--- src/rtl/io_in_pkg.sv ---
// Shared types and helpers for the debounced input path.
// Event payloads are carried in a fixed-width struct and narrowed at the top-level ports.
package io_in_pkg;

    localparam int EV_IDX_MAX_W = 16;

    function automatic int idx_width(input int width);
        return (width > 1) ? $clog2(width) : 1;
    endfunction

    typedef struct packed {
        logic [EV_IDX_MAX_W-1:0] idx;
        logic                    level;
    } event_t;

endpackage

--- src/rtl/io_debounce_bit.sv ---
// One input bit: multi-flop synchronizer, consecutive-mismatch counter, stable flop and edge pulses.
// flip is combinational and marks the edge at which stable will toggle.
module io_debounce_bit #(
    parameter int SYNC_STAGES     = 2,
    parameter int DEBOUNCE_CYCLES = 65536
) (
    input  logic clk,
    input  logic rst_n,
    input  logic pin,
    output logic stable,
    output logic rise,
    output logic fall,
    output logic flip
);

    localparam int CW = (DEBOUNCE_CYCLES > 2) ? $clog2(DEBOUNCE_CYCLES) : 1;
    localparam logic [CW-1:0] CNT_MAX = CW'(DEBOUNCE_CYCLES - 1);

    logic [SYNC_STAGES-1:0] sync_q;
    logic [CW-1:0]          cnt_q;
    logic                   stable_q;
    logic                   rise_q;
    logic                   fall_q;
    logic                   sync;
    logic                   mismatch;

    assign sync     = sync_q[SYNC_STAGES-1];
    assign mismatch = (sync != stable_q);
    assign flip     = mismatch && (cnt_q == CNT_MAX);

    // Any cycle where sync agrees with stable restarts the count, rejecting short glitches.
    always_ff @(posedge clk or negedge rst_n) begin
        if (!rst_n) begin
            sync_q   <= '0;
            cnt_q    <= '0;
            stable_q <= 1'b0;
            rise_q   <= 1'b0;
            fall_q   <= 1'b0;
        end else begin
            sync_q <= {sync_q[SYNC_STAGES-2:0], pin};
            rise_q <= flip && !stable_q;
            fall_q <= flip &&  stable_q;
            if (!mismatch) begin
                cnt_q <= '0;
            end else if (cnt_q == CNT_MAX) begin
                cnt_q    <= '0;
                stable_q <= ~stable_q;
            end else begin
                cnt_q <= cnt_q + 1'b1;
            end
        end
    end

    assign stable = stable_q;
    assign rise   = rise_q;
    assign fall   = fall_q;

endmodule

--- src/rtl/io_in_debounce.sv ---
// Debounces WIDTH asynchronous pins and serializes their level changes onto a valid/ready event port.
// Lowest pending index wins; re-flipping a still-pending bit sets the sticky overflow flag.
module io_in_debounce
    import io_in_pkg::*;
#(
    parameter int WIDTH           = 4,
    parameter int SYNC_STAGES     = 2,
    parameter int DEBOUNCE_CYCLES = 65536,
    localparam int IW             = idx_width(WIDTH)
) (
    input  logic             clk,
    input  logic             rst_n,
    input  logic [WIDTH-1:0] pin_i,
    output logic [WIDTH-1:0] stable_o,
    output logic [WIDTH-1:0] rise_o,
    output logic [WIDTH-1:0] fall_o,
    output logic             event_valid_o,
    input  logic             event_ready_i,
    output logic [IW-1:0]    event_idx_o,
    output logic             event_level_o,
    output logic             overflow_o
);

    logic [WIDTH-1:0] flip;
    logic [WIDTH-1:0] pending_q;
    logic [WIDTH-1:0] clr;
    logic             load;
    logic             valid_q;
    logic             overflow_q;
    event_t           ev_sel;
    event_t           ev_q;
    logic             unused_ev_bits;

    for (genvar i = 0; i < WIDTH; i++) begin : g_bit
        io_debounce_bit #(
            .SYNC_STAGES     (SYNC_STAGES),
            .DEBOUNCE_CYCLES (DEBOUNCE_CYCLES)
        ) u_bit (
            .clk    (clk),
            .rst_n  (rst_n),
            .pin    (pin_i[i]),
            .stable (stable_o[i]),
            .rise   (rise_o[i]),
            .fall   (fall_o[i]),
            .flip   (flip[i])
        );
    end

    // Handshake: the payload transfers on any edge where event_valid_o && event_ready_i;
    // while valid is high and ready low, valid/idx/level are held unchanged.
    assign load = (!valid_q || event_ready_i) && (|pending_q);

    // Scan downward so the lowest set index is the one left selected.
    always_comb begin
        ev_sel = '0;
        clr    = '0;
        for (int i = WIDTH - 1; i >= 0; i--) begin
            if (pending_q[i]) begin
                ev_sel.idx   = EV_IDX_MAX_W'(i);
                ev_sel.level = stable_o[i];
                clr          = '0;
                clr[i]       = load;
            end
        end
    end

    // A flip landing on the same edge as its capture re-arms pending without counting as lost.
    always_ff @(posedge clk or negedge rst_n) begin
        if (!rst_n) begin
            pending_q  <= '0;
            valid_q    <= 1'b0;
            ev_q       <= '0;
            overflow_q <= 1'b0;
        end else begin
            pending_q <= (pending_q & ~clr) | flip;
            if (|(flip & pending_q & ~clr)) begin
                overflow_q <= 1'b1;
            end
            if (load) begin
                valid_q <= 1'b1;
                ev_q    <= ev_sel;
            end else if (event_ready_i) begin
                valid_q <= 1'b0;
            end
        end
    end

    assign unused_ev_bits = ^ev_q.idx;

    assign event_valid_o = valid_q;
    assign event_idx_o   = ev_q.idx[IW-1:0];
    assign event_level_o = ev_q.level;
    assign overflow_o    = overflow_q;

endmodule

--- config.mk ---
export PLATFORM = sky130hd
export DESIGN_NAME = io_in_debounce
export DESIGN_NICKNAME = d
export VERILOG_FILES = /design/src/rtl/io_in_pkg.sv /design/src/rtl/io_debounce_bit.sv /design/src/rtl/io_in_debounce.sv
export SDC_FILE = /design/constraint.sdc
export NUM_CORES = 1
export LEC_CHECK = 0
export CORE_MARGIN = 2
export CORE_UTILIZATION = 40
export DETAILED_ROUTE_END_ITERATION = 7
export SLEW_MARGIN = 10
export SYNTH_ARGS = -nofsm -noshare
export SYNTH_HDL_FRONTEND = slang
export SYNTH_SLANG_ARGS = --single-unit
--- constraint.sdc ---
create_clock -name clk -period 3.25 [get_ports clk]
set_clock_uncertainty 0.2 [all_clocks]
set_input_delay 0.65 -clock clk [delete_from_list [all_inputs] [get_ports clk]]
set_output_delay 0.65 -clock clk [all_outputs]
set_load 0.02 [all_outputs]
Yosys cells after proc, flatten, opt, wreduce, memory -nomap -nowiden
Cells that the tools add are included.
{ "totals": {"register_bits": 93, "wordCells": 90} }
{ "op_classes": {"n_mux": 18, "bitwise": 9, "add_sub_neg": 4, "n_reduce_logical": 26, "eq_ne": 8} }
{ "ops": {"columns": ["cell", "n"], "rows": [
  ["$mux W16", 8],
  ["$add A16 B1 Y16 const B", 4],
  ["$eq A16 B16 Y1 const B", 4],
  ["$mux W4", 4],
  ["$logic_and A1 B1 Y1", 13],
  ["$and A4 B4 Y4", 3],
  ["$mux W3", 4],
  ["$reduce_and A2 Y1", 4],
  ["$reduce_or A4 Y1", 2],
  ["$logic_not A1 Y1", 5],
  ["$ne A1 B1 Y1", 4],
  ["$not A1 Y1", 4],
  ["$not A4 Y4", 1],
  ["$or A4 B4 Y4", 1],
  ["$mux W1", 2],
  ["$reduce_bool A2 Y1", 1],
  ["$logic_or A1 B1 Y1", 1]
]} }

Logic depth before layout (Yosys ltp)
{ "depth": {"ltp_word": 10, "mapped_depth": 7, "mapped_depth_nobuf": 5} }

Hierarchy
From an unflattened synthesis, not the netlist that was laid out.
{ "unflattened": {"cells_unflattened": 394, "area_unflattened_um2": 4274.1} }
{ "by_module_without_submodules": {"columns": ["module", "cells_per_inst", "seq_area_each_um2", "area_per_inst_um2", "n_inst"], "rows": [
  ["io_debounce_bit", 88, 525.5, 955.9, 4],
  ["io_in_debounce", 42, 225.2, 450.4, 1]
]} }

Worst setup path after synthesis
No wires, ideal clock.
{ "synth_timing": {"path_kind": "register to register", "startpoint": "register g_bit[0].u_bit.cnt_q[0]", "endpoint": "register g_bit[0].u_bit.stable_q", "period_less_slack_ps": 2075, "required_time_ps": 2925, "setup_ps": 125, "arrival_ps": 1750, "slack_ps": 1175, "stages_incl_launch_ff": 6, "path_buffers": 0, "cell_sequence": "dfrtp_1 > ha_1 > nand2_1 > or4_4 > or2_4 > mux2_4"} }
{ "synth_between": {"elab_chain_len": 2} }
{ "synth_rtl": {"columns": ["element", "line", "rtl"], "rows": [
  ["start: declaration", "io_debounce_bit.sv:20", "logic [CW-1:0] cnt_q;"],
  ["start signal: assignment", "io_debounce_bit.sv:49", "cnt_q <= cnt_q + 1'b1;"],
  ["$eq A16 B16 Y1", "io_debounce_bit.sv:45", "end else if (cnt_q == CNT_MAX) begin"],
  ["$reduce_and A2 Y1 (no line)", null, null],
  ["end signal: assignment", "io_debounce_bit.sv:47", "stable_q <= ~stable_q;"],
  ["end: declaration", "io_debounce_bit.sv:21", "logic stable_q;"]
]} }
No other way between the ends.
A chain may end at the register's enable or synchronous reset.

Worst setup path after layout
{ "layout_timing": {"startpoint": "register g_bit[3].u_bit.cnt_q[0]", "endpoint": "register g_bit[3].u_bit.cnt_q[5]"} }
{ "layout_between": {"elab_chain_len": 3, "elab_cells_between_ends": 4} }
{ "layout_rtl": {"columns": ["element", "line", "rtl"], "rows": [
  ["start: declaration", "io_debounce_bit.sv:20", null],
  ["start signal: assignment", "io_debounce_bit.sv:49", null],
  ["$add A16 B1 Y16 or $eq A16 B16 Y1 (tied branches)", "io_debounce_bit.sv:49, io_debounce_bit.sv:45", null],
  ["$mux W16 (*)", "io_debounce_bit.sv:45", null],
  ["$mux W16 (*)", "io_debounce_bit.sv:43", "if (!mismatch) begin"]
]} }
Mark *: on every way between the ends. The rest lies on a longest branch, timed or not.

==> results.yml <==
synth:
  synthXorXnorAreaFrac_pct: 10.5
  yosysTopAreaCell: "dfrtp_1"
  synth_compound_area_share_pct: 5.16
  netlist_area_mm2: 0.00424
  yosysWarnings: 0
  yosys.area_share.simple_pct: 23.1
  yosys.area_share.adder_pct: 1.18
  synth_top_family_by_area: "simple AND/OR/NAND/NOR gates"
  syn_nets: 423
  synth_mux_area_share_pct: 1.15
  synth_top_area_share_pct: 54.8
  syn_inst: 412
  avgSynthCellArea_um2: 10.3
  synth_seq_cells: 93
  synth_area_leaders: "dfrtp_1 (55%), xnor2_1 (6.6%), nor2_1 (5.7%)"
  ys_seq_area_share_pct: 54.8
  ys_types: 43
floorplan:
  initial_utilization_pct: 41.1
  die-area_mm2: 0.0115
  ios: 24
  fp.dieH_um: 107
  std_cell_rows: 37
  die_width_um: 107
  core_area_mm2: 0.0103
cts:
  cts_tree: "done"
  cts_made_buffers: 9
  post_cts_buffers: 0
  clkTransAtPathRegs_ns: 0.09
  cts.htree.levels: 3
  cts_hold_buf: 0
  cts_sinks: 93
  insertion_delay_ns: 0.36
  post_cts_resized: 0
  clock_path_buffers: 2
  cts-root-buf: "clkbuf_8"
job:
  drv_cap: 0
grt:
  grt_start_max_net_pins: 58
  grt_pass1_vias: 2886
  antenna_found_initial: 0
  grt_pass1_wl_um: 13600
  overflow: 0
  grtUsageTotal_pct: 14.9
power_and_ir_drop:
  finalPower_mw: 2.25
  p_sw_mw: 0.487
  peakVddDrop_mv: 0.180
  pwr-share-comb_pct: 5.5
  p_per_area_mw_per_mm2: 470
  p_seq_share_pct: 53.6
  power_frac_clock_pct: 40.9
  swShare_pct: 21.6
  internal-power_mw: 1.77
  leakage_nw: 1.96
routing:
  routed_via_density: 5.13
  wire_per_inst_um: 13.2
  route.detailed.drc: 0
  wl_um: 7540
  ant_nets: 0
  vias: 2927
  firstDrtPassIters: 4
  first_iter_violations: 139
setup_path:
  start_kind: "register"
  regToRegStartpoint: "g_bit[3].u_bit.cnt_q[0]$_DFF_PN0_"
  critPathArrivalTime_ns: 2.44
  worstPathCellList: "ha_1 > nand3_1 > or4_1 > nand2_1 > nor2_1"
  crit_path_end_kind: "register"
  critPathRequiredTime_ns: 3.28
  crit_fanout: 13
  path_class: "register to register"
  startpoint: "g_bit[3].u_bit.cnt_q[0]$_DFF_PN0_"
  worst_path_max_delay_cell: "or4_1"
  reg2reg_slack_ns: 0.84
  critPathMaxStageDelay_ns: 0.72
sta:
  worst_pin_slew_ns: 0.546
  hold_viol: 0
  finalSetupViolations: 0
  drv_slew: 0
  tns_ns: 0
  slew_headroom_pct: 63.6
  max_freq_ghz: 0.415
  rsz0062_at_grt: "no"
  period_needed_ns: 2.41
  finalCritPeriodShare_pct: 74.1
run_status:
  outcome: "finished clean"
worst_hold_path:
  hp-class: "input port to asynchronous set/reset pin"
placement:
  io_buffers: 23
  dp_hpwl_um: 5070
  finalWeightedCongestion: 0.807
cells_and_area:
  nets: 441
  area_delta_synth_final_pct: 13.0
  drive_gt1_share_pct: 7.13
  fillers: 943
  antenna_cells: 0
  final_cell_mix: "dfrtp_1 (93), nor2_1 (65), xnor2_1 (32), nand2_1 (25)"
  layout_commonest_cell: "dfrtp_1"
[power groups by stage]
| stage | combinational [mW] | sequential, mW | clock (mW) |
|---|---|---|---|
| floorplan | 0.0473 | 1.24 | 0 |
| global placement | 0.125 | 1.23 | 0 |
| detailed placement | 0.126 | 1.23 | 0 |
| CTS | 0.127 | 1.21 | 0.953 |
| global route | 0.140 | 1.21 | 0.996 |
| finish | 0.124 | 1.21 | 0.921 |
[critical path, delay by kind of cell (launching register included)]
family / cells / cell delay, ns
DFF: 1 / 0.40
and+or+nand+nor: 4 / 1.47
adders and majority gates: 1 / 0.21
[stage by stage]
step / std cells / cell area (um^2) / util (%) / hold WS, ns / setup slack, ns
global route: 571 / 4800 / 46.5 / 0.0696 / 0.706
detailed placement: 555 / 4560 / 44.1 / 0.135 / 0.743
floorplan: 412 / 4240 / - / 0.131 / 1.18
global placement: 555 / 4560 / 44.1 / 0.133 / 0.795
CTS: 571 / 4800 / 46.5 / 0.0404 / 0.819
finish: 571 / 4800 / 46.5 / 0.0320 / 0.843
[Yosys cell counts (all sizes together)]
library cell	number
o22ai	1
a21o	1
nand2	25
clkbuf	3
o22a	1
o211ai	1
or2	4
ha	4
nand3	23
inv	12
nor3	9
o31ai	3
a31oi	1
or3	8
xnor2	32
and3	6
a211o	1
nand2b	1
nor2b	2
nand4	17
nor2	65
nand4b	1
nor4	9
xor2	19
buf	17
mux2	4
and4	4
a21boi	1
dfrtp	93
o21bai	2
or4	7
and2	3
o21ai	11
a221oi	1
nor3b	7
a21oi	13
[kinds of logic (layout without fill, tap and decap cells)]
logic type,Yosys count,count (layout)
and+or+nand+nor,191,191
DFF,93,93
buffers and inverters,32,55
xor gates and xnor gates,51,51
AOI/OAI and AO/OA,37,37
muxes,4,4
adders and majority gates,4,4
[final timing paths]
kind	cells after the start	endpoint
max	5	g_bit[3].u_bit.cnt_q[5]$_DFF_PN0_
min	1	g_bit[1].u_bit.cnt_q[0]$_DFF_PN0_
max reg2reg	5	g_bit[3].u_bit.cnt_q[5]$_DFF_PN0_
min reg2reg	0	g_bit[0].u_bit.sync_q[1]$_DFF_PN0_
max in group asynchronous	2	g_bit[3].u_bit.cnt_q[1]$_DFF_PN0_
min in group clk	0	g_bit[0].u_bit.sync_q[1]$_DFF_PN0_
[registers in the layout, indices dropped and copies added, names as in the netlist]
register,count
g_bit.u_bit.rise,4
pending_q,4
overflow_o,1
g_bit.u_bit.cnt_q,64
g_bit.u_bit.fall,4
g_bit.u_bit.stable,4
g_bit.u_bit.sync_q,8
event_idx_o,2
event_valid_o,1
event_level_o,1
[metal layers]
layer	vias up	GRT usage (%)	part of all wire, %
met5	-	0	0
li1	1442	-	-
met4	0	8.16	2.4
met3	12	2.37	3.3
met1	1425	20.8	50
met2	48	22.3	44
[cell type report]
cell class	instances	area [um^2]	share of cell area, %
tap	136	170	3.55
inverter	12	45.0	0.939
timing repair buffer	27	270	5.64
clock buffer	12	145	3.03
clock inverter	4	95.1	1.98
sequential	93	2330	48.5
multi-input combinational	287	1740	36.3
(Power assumes the default switching activity.)
